$ cat src/rtl/esram_copy_pkg.sv
// Shared state encoding and TL-UL request constants for the ESRAM copy controller.
package esram_copy_pkg;

  typedef enum logic [2:0] {
    IDLE,
    RD_REQ,
    RD_RSP,
    WR_REQ,
    WR_RSP,
    DONE
  } state_e;

  localparam logic [2:0] OpGet           = 3'h4;
  localparam logic [2:0] OpPutFullData   = 3'h0;
  localparam logic [1:0] SizeWord        = 2'd2;
  localparam logic [3:0] MaskWord        = 4'hF;
  localparam logic [7:0] DefaultSourceId = 8'h10;

endpackage

$ cat src/rtl/tlul_pkg.sv
// Minimal TL-UL channel types for this slice, plus the encoder used for a_user integrity.
package tlul_pkg;

  localparam int unsigned AddrW = 32;
  localparam int unsigned DataW = 32;
  localparam int unsigned IntgW = 7;

  localparam logic [3:0] MuBi4False = 4'h9;

  typedef struct packed {
    logic [3:0]       instr_type;
    logic [IntgW-1:0] cmd_intg;
    logic [IntgW-1:0] data_intg;
  } tl_a_user_t;

  typedef struct packed {
    logic               a_valid;
    logic [2:0]         a_opcode;
    logic [2:0]         a_param;
    logic [1:0]         a_size;
    logic [7:0]         a_source;
    logic [AddrW-1:0]   a_address;
    logic [DataW/8-1:0] a_mask;
    logic [DataW-1:0]   a_data;
    tl_a_user_t         a_user;
    logic               d_ready;
  } tl_h2d_t;

  typedef struct packed {
    logic             d_valid;
    logic [2:0]       d_opcode;
    logic [1:0]       d_size;
    logic [7:0]       d_source;
    logic [DataW-1:0] d_data;
    logic             d_error;
    logic             a_ready;
  } tl_d2h_t;

  // Each check bit is the inverted parity over one mask; inversion keeps all-zero payloads non-zero.
  localparam logic [IntgW-1:0][63:0] IntgMask = {
    64'h01FF_FFFF_FFFF_E000,
    64'h01FF_FC00_0000_1000,
    64'h0000_03FF_F800_0FFF,
    64'h01FC_03F8_07F0_0FE0,
    64'h01E3_C3C7_878F_0F1E,
    64'h019B_3336_6667_CCCD,
    64'h0156_AAAD_5556_AAAB
  };

  function automatic logic [IntgW-1:0] intg_enc(input logic [63:0] d);
    logic [IntgW-1:0] p;
    p = '0;
    for (int i = 0; i < int'(IntgW); i++) begin
      p[i] = ~^(d & IntgMask[i]);
    end
    return p;
  endfunction

endpackage

$ cat src/rtl/tlul_cmd_intg_gen.sv
// Fills a_user command and data integrity on an outgoing TL-UL request; all other fields pass through.
module tlul_cmd_intg_gen
  import tlul_pkg::*;
(
  input  tl_h2d_t tl_i,
  output tl_h2d_t tl_o
);

  logic unused_intg;

  always_comb begin
    tl_o                  = tl_i;
    tl_o.a_user.cmd_intg  = intg_enc(64'({tl_i.a_user.instr_type, tl_i.a_address,
                                          tl_i.a_opcode, tl_i.a_mask}));
    tl_o.a_user.data_intg = intg_enc(64'(tl_i.a_data));
  end

  assign unused_intg = ^{tl_i.a_user.cmd_intg, tl_i.a_user.data_intg};

endmodule

$ cat src/rtl/esram_copy_ctrl.sv
// Copies len 32-bit words from src to dst over TL-UL, one Get then one PutFullData per word,
// with a single outstanding transaction; stops at the first error response.
module esram_copy_ctrl
  import esram_copy_pkg::*;
  import tlul_pkg::*;
#(
  parameter logic [7:0]  SourceId = DefaultSourceId,
  parameter int unsigned LenW     = 16
) (
  input  logic             clk_i,
  input  logic             rst_ni,
  input  logic             start_i,
  input  logic [AddrW-1:0] src_addr_i,
  input  logic [AddrW-1:0] dst_addr_i,
  input  logic [LenW-1:0]  len_words_i,
  output logic             busy_o,
  output logic             done_o,
  output logic             err_o,
  output logic [LenW-1:0]  words_done_o,
  output tl_h2d_t          tl_o,
  input  tl_d2h_t          tl_i
);

  state_e           state_q, state_d;
  logic [AddrW-1:0] src_q, src_d, dst_q, dst_d, addr_q, addr_d;
  logic [DataW-1:0] data_q, data_d;
  logic [LenW-1:0]  len_q, len_d, cnt_q, cnt_d;
  logic             busy_q, busy_d, done_q, done_d, err_q, err_d;
  logic             a_valid_q, a_valid_d, d_ready_q, d_ready_d, put_q, put_d;
  logic             misaligned_c;
  tl_h2d_t          tl_pre;
  logic             unused_tl;

  assign misaligned_c = (src_addr_i[1:0] != 2'b00) || (dst_addr_i[1:0] != 2'b00);

  // Next state, datapath updates, and next values of every registered output.
  always_comb begin
    state_d = state_q;
    src_d   = src_q;
    dst_d   = dst_q;
    data_d  = data_q;
    len_d   = len_q;
    cnt_d   = cnt_q;
    err_d   = err_q;

    unique case (state_q)
      IDLE: begin
        if (start_i) begin
          src_d   = src_addr_i;
          dst_d   = dst_addr_i;
          len_d   = len_words_i;
          cnt_d   = '0;
          err_d   = misaligned_c;
          state_d = (misaligned_c || (len_words_i == '0)) ? DONE : RD_REQ;
        end
      end
      RD_REQ: if (tl_i.a_ready) state_d = RD_RSP;
      RD_RSP: begin
        if (tl_i.d_valid) begin
          data_d = tl_i.d_data;
          if (tl_i.d_error) begin
            err_d   = 1'b1;
            state_d = DONE;
          end else begin
            state_d = WR_REQ;
          end
        end
      end
      WR_REQ: if (tl_i.a_ready) state_d = WR_RSP;
      WR_RSP: begin
        if (tl_i.d_valid) begin
          if (tl_i.d_error) begin
            err_d   = 1'b1;
            state_d = DONE;
          end else begin
            cnt_d   = cnt_q + LenW'(1);
            src_d   = src_q + AddrW'(4);
            dst_d   = dst_q + AddrW'(4);
            state_d = (cnt_d == len_q) ? DONE : RD_REQ;
          end
        end
      end
      DONE:    state_d = IDLE;
      default: state_d = IDLE;
    endcase

    busy_d    = (state_d != IDLE);
    done_d    = (state_d == DONE);
    a_valid_d = (state_d == RD_REQ) || (state_d == WR_REQ);
    d_ready_d = (state_d == RD_RSP) || (state_d == WR_RSP);
    put_d     = (state_d == WR_REQ);
    addr_d    = (state_d == WR_REQ) ? dst_d : src_d;
  end

  always_ff @(posedge clk_i or negedge rst_ni) begin
    if (!rst_ni) begin
      state_q   <= IDLE;
      src_q     <= '0;
      dst_q     <= '0;
      addr_q    <= '0;
      data_q    <= '0;
      len_q     <= '0;
      cnt_q     <= '0;
      busy_q    <= 1'b0;
      done_q    <= 1'b0;
      err_q     <= 1'b0;
      a_valid_q <= 1'b0;
      d_ready_q <= 1'b0;
      put_q     <= 1'b0;
    end else begin
      state_q   <= state_d;
      src_q     <= src_d;
      dst_q     <= dst_d;
      addr_q    <= addr_d;
      data_q    <= data_d;
      len_q     <= len_d;
      cnt_q     <= cnt_d;
      busy_q    <= busy_d;
      done_q    <= done_d;
      err_q     <= err_d;
      a_valid_q <= a_valid_d;
      d_ready_q <= d_ready_d;
      put_q     <= put_d;
    end
  end

  // A-channel payload is built only from registers, so it holds steady while a_ready is low.
  always_comb begin
    tl_pre                   = '0;
    tl_pre.a_valid           = a_valid_q;
    tl_pre.a_opcode          = put_q ? OpPutFullData : OpGet;
    tl_pre.a_param           = 3'h0;
    tl_pre.a_size            = SizeWord;
    tl_pre.a_source          = SourceId;
    tl_pre.a_address         = addr_q;
    tl_pre.a_mask            = MaskWord;
    tl_pre.a_data            = put_q ? data_q : '0;
    tl_pre.a_user.instr_type = MuBi4False;
    tl_pre.d_ready           = d_ready_q;
  end

  tlul_cmd_intg_gen u_intg_gen (
    .tl_i (tl_pre),
    .tl_o (tl_o)
  );

  assign busy_o       = busy_q;
  assign done_o       = done_q;
  assign err_o        = err_q;
  assign words_done_o = cnt_q;

  assign unused_tl = ^{tl_i.d_opcode, tl_i.d_size, tl_i.d_source};

endmodule
$ cat config.mk
export PLATFORM = sky130hd
export DESIGN_NAME = esram_copy_ctrl
export DESIGN_NICKNAME = d
export VERILOG_FILES = /design/src/rtl/esram_copy_pkg.sv /design/src/rtl/tlul_pkg.sv /design/src/rtl/tlul_cmd_intg_gen.sv /design/src/rtl/esram_copy_ctrl.sv
export SDC_FILE = /design/constraint.sdc
export NUM_CORES = 1
export LEC_CHECK = 0
export ABC_AREA = 1
export BUFFER_PORTS_ARGS = -buffer_cell sky130_fd_sc_hd__buf_2
export CAP_MARGIN = 20
export CELL_PAD_IN_SITES_DETAIL_PLACEMENT = 1
export CELL_PAD_IN_SITES_GLOBAL_PLACEMENT = 2
export CORE_ASPECT_RATIO = 0.75
export CORE_UTILIZATION = 33
export CTS_BUF_LIST = sky130_fd_sc_hd__clkbuf_8 sky130_fd_sc_hd__clkbuf_16
export DETAILED_ROUTE_END_ITERATION = 6
export PLACE_DENSITY = 0.87
export SETUP_SLACK_MARGIN = 0.5
export SKIP_LAST_GASP = 1
export SLEW_MARGIN = 30
export SYNTH_ARGS = -nofsm -noshare
export SYNTH_HDL_FRONTEND = slang
export SYNTH_SLANG_ARGS = --single-unit
export TNS_END_PERCENT = 30
$ cat constraint.sdc
create_clock -name clk_i -period 4.79 [get_ports clk_i]
set_input_delay 0.7185 -clock clk_i [delete_from_list [all_inputs] [get_ports clk_i]]
set_output_delay 0.7185 -clock clk_i [all_outputs]
set_load 0.05 [all_outputs]
* After elaboration in Yosys (flattened, before gate mapping)
Index checks and enable logic that the tools add are counted.
** Word-level totals
- Input bits :: 131
- Flip-flop bits (word level) :: 169
- Output and inout bits :: 123
** Cells by class
- Multiplexer cells :: 29
- Add/subtract/negate cells :: 3
- Equal/unequal tests :: 15
- Reduce and logical (&&, ||, !) cells :: 30
** Operator list (count)
- $reduce_xnor A64 Y1 :: 14
- $mux W32 :: 8
- $pmux W32 S2 :: 2
- $add A32 B3 Y32 const B :: 2
- $mux W16 :: 3
- $pmux W16 S2 :: 1
- $mux W3 :: 10
- $add A16 B1 Y16 const B :: 1
- $eq A16 B16 Y1 :: 1
- $logic_not A16 Y1 :: 1
- $pmux W3 S5 :: 1
- $eq A3 B2 Y1 const B :: 4
- $eq A3 B3 Y1 const B :: 3
- $reduce_and A4 Y1 :: 2
- $reduce_bool A2 Y1 :: 4
- $eq A3 B1 Y1 const B :: 2
- $ne A2 B2 Y1 const B :: 3
- $logic_or A1 B1 Y1 :: 4
- $ne A2 B1 Y1 const B :: 2
- $reduce_and A2 Y1 :: 2
- $logic_not A3 Y1 :: 1
- $mux W1 :: 3
- $reduce_bool A3 Y1 :: 1
- $pmux W1 S2 :: 1
- $reduce_or A2 Y1 :: 1

* Depth between registers and ports, before layout
Gate-level depths: netlist of the first run.
- Depth in word-level cells :: 8
- Gate-level depth with buffers :: 17
- Depth with buffers taken out :: 17

* Cells and area by module
From an unflattened synthesis of the first run, not the netlist that was laid out.
** Unflattened totals
- Cells, all modules :: 1746
- Area total of the unflattened synthesis :: 12310.6 um^2
** Modules (own cells, without submodules)
- esram_copy_ctrl :: area each 9215.1 um^2, times used 1, seq. area each 4229.1 um^2, cells each 1196
- tlul_cmd_intg_gen :: area each 3095.5 um^2, times used 1, seq. area each 0.0 um^2, cells each 550

* Worst setup path before layout of the first run
OpenSTA, ideal clock, no wires.
- Path type :: register to output
- From :: register put_q
- To :: output port tl_o[7] in the netlist's numbering
- Path buffers :: 2
- Cell stages (with the launch flop) :: 11
- Data required time :: 4.072 ns
- Arrival time :: 2.514 ns
- Slack :: 1.558 ns
- Cell sequence :: dfrtp_1 > buf_6 > buf_8 > nand2_1 > inv_1 > nor2_1 > a21oi_1 > xnor2_1 > xor2_1 > xor2_1 > xnor2_1
** RTL lines
- from (decl) :: line esram_copy_ctrl.sv:29 : logic a_valid_q, a_valid_d, d_ready_q, d_ready_d, put_q, put_d;
- from (signal assigned) :: line esram_copy_ctrl.sv:123 : put_q <= put_d;
- to (decl) :: line esram_copy_ctrl.sv:20 : output tl_h2d_t tl_o,

==> metrics, run 1 <==
DIE WIDTH=~210 um; crit-path leading delay family=XOR/XNOR gates; Max Cap Viol=0; DIE AREA=32900 sq um; share of layout cells above drive strength 1=0.204; synth warn=0; Period Utilization, post-route=0.807; Die Y=157 um; most frequent cells in the layout=429 x nand2_1, 216 x buf_2, 169 x dfrtp_1; Remaining DRCs=0; Top cell by count, worst path=xor2_1; required time of the critical path=4070 ps; register area share after synthesis=0.398; setup violators final=0; number of synthesized register bits=169; Vias/cell=4.91; setup TNS=0 ps; first-pass GRT wire length=57.3 mm; R2R Path Start=state_q[0]$_DFF_PN0_; Worst Setup Start Kind=flop; crit-path cells=buf_4 > nand2_4 > xnor2_2 > xor2_2 > xnor2_1 > xor2_1 > xor2_1 > buf_2; crit path from=put_q$_DFF_PN0_; Clock transition at path regs=70 ps; CTS Hold Bufs=0; Final Max Tran Viols=0; initial antenna violation count=0; post_cts resized=0; Mapped Area=10600 sq um; Final #Nets=1720; crit path max fanout=26; syn avg cell area=7.66 sq um; postcts setup bufs=0; post-detail-place hpwl=~28 mm; commonest non-fill, non-tap cell in the layout=nand2_1; total number of vias=9854; Clock Path Buffers=2; vias in the first global route=roughly 10000; total CTS buffers=17; Area growth, synth to finish=18.5%; fmax=0.259 GHz; compound-cell area share of the yosys netlist=0.102; Core ar.=31500 sq um; CP bufs+invs=2; min-delay worst type=primary input to asynchronous set/reset pin; number of synthesized flops with an enable pin=0; slowest cell on the critical path=dfrtp_1; Clock Sinks=around 170; post-synth cell types=54; dominant cell type by area after synthesis=dfrtp_1; slowest stage delay, CP=970 ps; GRT overflow=0; Primary FF master, synth=dfrtp_1; max_slew headroom=0.369; CP Class=flop to output port; RSZ-0062 raised after global routing=false; WP data arrival=3150 ps; Rows=56; initial DRC count=roughly 520; starting density of the core=0.338; status=complete, no violations; Final Hold Fails=0; simple-gate share of the synthesized area=0.279; Gate Count Post-Synth=1387; antenna cells=0; fin crit period=roughly 3900 ps; largest family of logic cells by synthesized area=simple AND/OR/NAND/NOR gates; Synth Area in XOR/XNOR=0.123; WL final=36.6 mm; top post-synthesis cells by area=dfrtp_1 40%, nand2_1 15%, xor2_1 6.3%, xnor2_1 5.0%, inv_1 4.8%; clk_lat worst skew=450 ps; antenna-violating nets left=0; Clock H-tree levels=4; largest net degree at the start of global routing=102; routed len/inst=18.2 um; DR pass1 iterations=4; mux cell area share after synthesis=0.00106; share of the synthesized area in the top cell type=0.398; RD Place Congestion=0.843; slew at the pin closest to its max-slew limit=947 ps; GRT Util Overall=0.227; CTS Root Cell=clkbuf_16; final setup skew=13.0 ps; I/O pin count=254; crit end category=output port; Filler cells=between 3000 and 4000; IO buf count=217; Post-synth ARST share=1.00; CTS tree=done; Post-Synth Adder-Cell Area=0.00353
-- metrics by stage --
stage | util | area [sq um] | hold WS, ps | setup slack, ps | std cells
after floorplan | - | 10700 | 423 | 1560 | 1408
after global placement | 0.381 | 12000 | 449 | 1390 | 1973
after detailed placement | 0.381 | 12000 | 462 | 1390 | 1973
after CTS | 0.400 | 12600 | 312 | 867 | 2005
after global routing | 0.400 | 12600 | 331 | 700 | 2005
final | 0.400 | 12600 | 294 | 925 | 2005
-- Yosys cell counts (3+ instances only) --
cell type    n
a21oi_1     17
a22oi_1     45
a31oi_1     22
buf_2       22
buf_4       30
buf_6        3
clkbuf_1    10
dfrtp_1    169
ha_1         3
inv_1      136
inv_2       12
nand2_1    429
nand2_2     10
nand3_1     66
nand3b_1     5
nand4_1     23
nor2_1      86
nor2_2      18
nor2_4       5
nor3_1      16
nor3_2       4
nor4_1       8
o211ai_1     8
o21ai_0     50
o21ai_1      6
o22ai_1      8
xnor2_1     61
xor2_1      77
-- cell families after synthesis --
group,count (synthesis)
other,2
flip-flops,169
AO/OA/AOI/OAI,172
buffers and inverters,217
AND/OR/NAND/NOR,680
XOR/XNOR,143
multiplexers,1
adder cells (fa/ha/maj),3
-- path summary, 6_finish.rpt --
| check | to | slack [ps] | cells past startpoint |
|---|---|---|---|
| worst max-delay path | tl_o[2] | 920 | 8 |
| worst min-delay path | src_q[9]$_DFF_PN0_ | 290 | 1 |
| worst max register to register | addr_q[18]$_DFF_PN0_ | 1760 | 13 |
| worst min register to register | data_q[18]$_DFFE_PN0P_ | 470 | 2 |
| max in group asynchronous | data_q[27]$_DFFE_PN0P_ | 3450 | 2 |
| min in group clk_i | data_q[18]$_DFFE_PN0P_ | 470 | 3 |
-- cell type report --
cell class / count / area [sq um] / share of cell area
multi-input cells: 1022 / 5510 / 0.437
flip-flops and latches: 169 / 4230 / 0.336
repair buffers: 227 / 1180 / 0.0937
inverters: 149 / 559 / 0.0444
well taps: 406 / 508 / 0.0403
clock buffers: 18 / 439 / 0.0349
clock inverters: 14 / 171 / 0.0136
-- sequential cells by signal, summed over array words and instances, names as in the netlist --
name and flops:
a_valid_q 1, addr_q 32, busy_o 1, d_ready_q 1, data_q 32, done_o 1
dst_q 32, err_o 1, len_q 16, put_q 1, src_q 32, state_q 3
words_done_o 16
-- routing by layer --
metal	vias up	global-route usage	routed length [um]
li1	4823	-	-
met1	4831	0.321	17900
met5	-	0	0
met4	0	0.0483	319
met3	19	0.0349	1470
met2	181	0.367	16900
-- worst register-to-register path: stages (launching register included) --
cell	delay, ps
dfrtp_1	410
nor2_2	170
inv_2	80
nor2_1	110
inv_2	60
nor2_4	70
buf_4	410
inv_2	370
nand2_1	230
inv_2	80
nor2_4	130
buf_4	440
nor2_1	130
a31oi_1	240
Power of run 1 is left out: the tool's default activity adds up to more than one toggle a clock period on the data nets, which glitch-free logic cannot reach.
==> run 2, diff against run 1 <==
Settings changed: CORE_UTILIZATION 33 to 31, PLACE_DENSITY 0.87 to 0.83.
Clock period 4.79 ns to 3.94 ns, I/O delays scaled along.
==> run 2 against run 1 <==
Net effect:
- wire length rose by 2.1%
- non-clock buffer count up 7
- count of clock-buffer cells in the layout is the same
- global-route usage down 1.2 points
- via count grew 0.69%
- critical path type unchanged
- highest routed layer unchanged
==> metrics, run 2 (synthesis results as in run 1) <==
placed inst area=12100 sq um (+0.75%); routed len/inst=18.1 um (-0.46%); crit-path leading delay family=XOR/XNOR gates; initial DRC count=436 (-16%); GRT Util Overall=0.215 (-0.0124); largest net degree at the start of global routing=89 (-13%); status=complete, no violations; top layer in use=met4; min-delay worst type=primary input to asynchronous set/reset pin; CTS tree=done; most frequent cells in the layout=429 x nand2_1, 215 x buf_2, 169 x dfrtp_1; fmax=between 0.3 and 0.4 GHz; Clock transition at path regs=70 ps (about the same); DIE WIDTH=216 um (+3.1%); post-route cell area=12700 sq um (+0.53%); slew at the pin closest to its max-slew limit=858 ps (-88.9 ps); wire length on met2=16.9 mm (+0.39%); starting density of the core=0.316 (-0.0215); clk_lat worst skew=450 ps (about the same); antenna-violating nets left=0 (unchanged); postcts setup bufs=0 (unchanged); Clock Sinks=169 (unchanged); setup violators final=0 (unchanged); Remaining DRCs=0 (unchanged); first-pass GRT wire length=57.5 mm (+0.45%); slowest stage delay, CP=340 ps (-630 ps); slowest cell on the critical path=dfrtp_1; WP data arrival=2690 ps (-460 ps); vias in the first global route=10200 (+2.0%); WL final=37.3 mm (+2.1%); Die Y=162 um (+3.1%); total number of vias=9922 (+0.69%); CTS Hold Bufs=0 (unchanged); RSZ-0062 raised after global routing=true; Final Max Tran Viols=0 (unchanged); setup TNS=0 ps (unchanged); total CTS buffers=17 (unchanged); Max Cap Viol=0 (unchanged); fin crit period=3280 ps; GRT overflow=0 (unchanged); post-detail-place hpwl=28.6 mm (+3.1%); flop-to-flop setup slack=940 ps (-820 ps); Core ar.=33600 sq um (+6.8%); Clock H-tree levels=4 (unchanged); Vias/cell=4.83 (-1.8%); Hold WS=226 ps (-67.6 ps); antenna cells=0 (unchanged); I/O pin count=254 (unchanged); final setup skew=11.5 ps (-1.50 ps); crit end category=output port; Final Hold Fails=0 (unchanged); WL met1=18.2 mm (+1.5%); max_slew headroom=0.424 (+0.0557); CTS Root Cell=clkbuf_16; Final #Nets=1727 (+0.41%); Period Utilization, post-route=0.832; Rows=58 (+3.6%); CP Class=flop to output port; crit-path cells=buf_6 > nand2_1 > o21ai_1 > nand2_1 > o21ai_1 > xor2_1 > xor2_1 > xnor2_1 > buf_2; CP bufs+invs=2 (unchanged); IO buf count=217 (unchanged); initial antenna violation count=0 (unchanged); DR pass1 iterations=5 (+1); RD Place Congestion=0.876 (+3.8%); required time of the critical path=3350 ps (-720 ps); commonest non-fill, non-tap cell in the layout=nand2_1; Worst Setup Start Kind=flop; DIE AREA=35000 sq um (+6.4%); crit path max fanout=34 (+31%); Clock Path Buffers=2 (unchanged); share of layout cells above drive strength 1=0.209 (+0.00534); Area growth, synth to finish=19.1%; met3 routed wirelength=1.54 mm (+4.3%)
==> run 2: cell count changes in the layout (fill, tap and decap cells not counted), moves of 2 or more <==
cell       before  now
buf_4           9   16
clkinv_4        0    2
clkinv_2        2    5
bufinv_16       3    1
==> run 2: what timing repair did <==
item / 4_1_cts / 5_1_grt
endpoints found under the setup margin: 1 / 4
cloned: 0 / 0
resized for setup: 1 / 3
==> run 2: worst reg2reg max path: stages, from the launching register on <==
cell and delay, ps:
dfrtp_1 420, nor2_2 150, inv_2 80, nor2_1 120, inv_2 70, nor2_4 90
buf_4 460, buf_4 590, nor2_2 170, inv_1 530, o21ai_0 190
==> run 2: routing by layer <==
layer  track usage  vias up
met4        0.0554        0
met2         0.340      201
li1              -     4813
met3        0.0379       38
met1         0.303     4870
met5             0        -
==> run 2: area by class of cell <==
type                    instances  area (sq um)
well taps                     450           563
repair buffers                234          1230
inverters                     149           559
multi-input cells            1022          5520
flip-flops and latches        169          4230
clock buffers                  18           439
clock inverters                14           124
fillers                      4173         20900
==> run 2: path summary, 6_finish.rpt <==
check | start | to | depth (start not counted)
setup / recovery | put_q$_DFF_PN0_ | tl_o[7] | 9
hold / removal | rst_ni | src_q[8]$_DFF_PN0_ | 1
setup reg to reg | state_q[1]$_DFF_PN0_ | words_done_o[10]$_DFFE_PN0P_ | 10
hold reg to reg | data_q[2]$_DFFE_PN0P_ | data_q[2]$_DFFE_PN0P_ | 2
max in group asynchronous | rst_ni | d_ready_q$_DFF_PN0_ | 2
min in group clk_i | tl_i[18] | data_q[16]$_DFFE_PN0P_ | 3
==> run 2: through the flow <==
| stage | setup WS, ps | instances | util |
|---|---|---|---|
| floorplan | 835 | 1408 | - |
| global placement | 929 | 2024 | 0.359 |
| detailed placement | 892 | 2024 | 0.359 |
| CTS | 518 | 2056 | 0.376 |
| global route | 461 | 2056 | 0.377 |
| finish | 662 | 2056 | 0.377 |
Power of run 2 is left out for the same reason.
==> run 3, diff against run 2 <==
Settings changed: CORE_UTILIZATION 31 to 28, PLACE_DENSITY 0.83 to 0.79.
Clock period 3.94 ns to 2.95 ns, I/O delays scaled along.
==> run 3 against run 2 <==
Net effect:
- final cell count rose by 3.9%
- hold slack worse by 37 ps
- die area rose by 11%
- clock skew up 1.9 ps
- first-iteration DRC count rose by 34%
- register-to-register slack got worse by 380 ps
- critical path type unchanged
- utilization shrank 0.62 points
- worst setup slack worse by 650 ps
- sequential share of layout area decreased by 2.7 points
- sequential cell count unchanged
- global-route usage shrank 0.98 points
==> metrics, run 3 (synthesis results as in run 1) <==
status=complete, no violations; routed len/inst=18.3 um (+0.81%); min-delay worst type=primary input to flop; RD Place Congestion=0.865 (-1.2%); DP Cell Count=2082 (+2.9%); area of the multi-input gates=6070 sq um (+10%); placed inst area=12400 sq um (+3.0%); Die Y=171 um (+5.2%); commonest non-fill, non-tap cell in the layout=nand2_1; post-route cell area=13800 sq um (+9.0%); share of layout cells above drive strength 1=0.273 (+0.0635); total number of vias=10000 (+0.80%); required time of the critical path=2510 ps (-840 ps); CP bufs+invs=2 (unchanged); crit path max fanout=17 (-50%); Rows=61 (+5.2%); I/O pin count=254 (unchanged); crit-path leading delay family=XOR/XNOR gates; register area=4240 sq um (+0.27%); Final Max Tran Viols=0 (unchanged); IO buf count=217 (unchanged); WP data arrival=2490 ps (-200 ps); Remaining DRCs=0 (unchanged); crit end category=output port; Core ar.=37200 sq um (+11%); vias in the first global route=10200 (+0.69%); Period Utilization, post-route=0.995; first-pass GRT wire length=59.8 mm (+4.0%); Clock H-tree levels=4 (unchanged); most frequent cells in the layout=424 x nand2_1, 204 x buf_2, 160 x dfrtp_1; Area growth, synth to finish=29.9%; Max Cap Viol=0 (unchanged); Top cell by count, worst path=xor2_2; Final #Nets=1753 (+1.5%); Vias/cell=4.68 (-3.0%); GRT overflow=0 (unchanged); fin crit period=2940 ps; GRT Util Overall=0.205 (-0.00976); CTS tree=done; CTS Root Cell=clkbuf_16; Clock Path Buffers=2 (unchanged); Worst Setup Start Kind=flop; max_slew headroom=0.610 (+0.186); slowest cell on the critical path=dfrtp_2; RSZ-0062 raised after global routing=true; initial DRC count=586 (+34%); slew at the pin closest to its max-slew limit=584 ps (-274 ps); clk_lat worst skew=460 ps (about the same); Filler cells=4591 (+10%); fmax=approximately 0.34 GHz; antenna-violating nets left=0 (unchanged); DR pass1 iterations=4 (-1); CP Class=flop to output port; Hold WS=189 ps (-37.2 ps); slowest stage delay, CP=410 ps (+70 ps); crit-path cells=buf_12 > nand2_4 > xnor2_2 > xor2_2 > xor2_2 > xor2_2 > xnor2_4 > buf_6; Clock Sinks=169 (unchanged); largest net degree at the start of global routing=56 (-37%); total CTS buffers=17 (unchanged); Clock transition at path regs=70 ps (about the same); Final Hold Fails=0 (unchanged); DIE WIDTH=227 um (+5.2%); starting density of the core=0.285 (-0.0310); initial antenna violation count=0 (unchanged); post-detail-place hpwl=29.7 mm (+3.8%); setup violators final=0 (unchanged); final setup skew=13.4 ps (+1.88 ps); Cell Count, Final, Fillers Out=2137 (+3.9%); WL final=39.1 mm (+4.8%); DIE AREA=38700 sq um (+11%)
==> run 3: cell types whose count changed in the layout (fill, tap and decap cells not counted), moves of 6 or more <==
cell and delta:
a21oi_1 -6, a21oi_2 +6, buf_12 +8, buf_2 -11, buf_4 +14, buf_6 +13
dfrtp_1 -9, dfrtp_2 +9, inv_1 -7, xnor2_1 -26, xnor2_2 +21, xor2_1 -24
xor2_2 +20
==> run 3: worst register-to-register path: stages (launching register included) <==
cell and delay, ps:
dfrtp_1 440, ha_1 250, nand3_1 170, nor2_1 230, nand4_1 170, inv_2 140, nand2_1 100, nor2_2 190
a21oi_1 90, o21ai_1 350, nand2_1 120, nand2_1 80
==> run 3: final timing paths <==
kind,startpoint,endpoint,slack [ps],cells past startpoint
max,put_q$_DFF_PN0_,tl_o[7],10,8
min,tl_i[18],data_q[16]$_DFFE_PN0P_,190,3
max reg2reg,src_q[2]$_DFF_PN0_,addr_q[30]$_DFF_PN0_,560,11
min reg2reg,dst_q[0]$_DFF_PN0_,dst_q[0]$_DFF_PN0_,470,2
max in group asynchronous,rst_ni,data_q[29]$_DFFE_PN0P_,1630,3
min in group asynchronous,rst_ni,src_q[5]$_DFF_PN0_,520,2
==> run 3: final cells by class <==
cell class	instances	area share
clock buffer	19	0.0328
clock inverter	13	0.0134
inverter	149	0.0416
timing repair buffer	260	0.119
antenna	1	0.000181
sequential	169	0.307
tap	504	0.0457
multi-input combinational	1022	0.440
==> run 3: layer usage <==
metal,part of all wire,global-route usage
met5,0,0
met3,0.037,0.0285
met2,0.46,0.321
met4,0.014,0.0557
met1,0.49,0.295
==> run 3: stage by stage <==
step | TNS, ps | setup slack (ps) | utilization
detailed placement | 0 | 285 | 0.334
CTS | 0 | 22.9 | 0.359
floorplan | 0 | 312 | -
finish | 0 | 14.4 | 0.371
global placement | 0 | 320 | 0.334
global route | -274 | -95.1 | 0.370
==> run 3: repair_timing <==
action / 4_1_cts / 5_1_grt
gates cloned: 1 / 1
pin swaps: 14 / 21
resized for setup: 42 / 56
hold endpoints to repair: 50 / 0
hold buffers: 1 / 0
endpoints found under the setup margin: 17 / 65
setup buffers: 7 / 12
Power of run 3 is left out for the same reason.
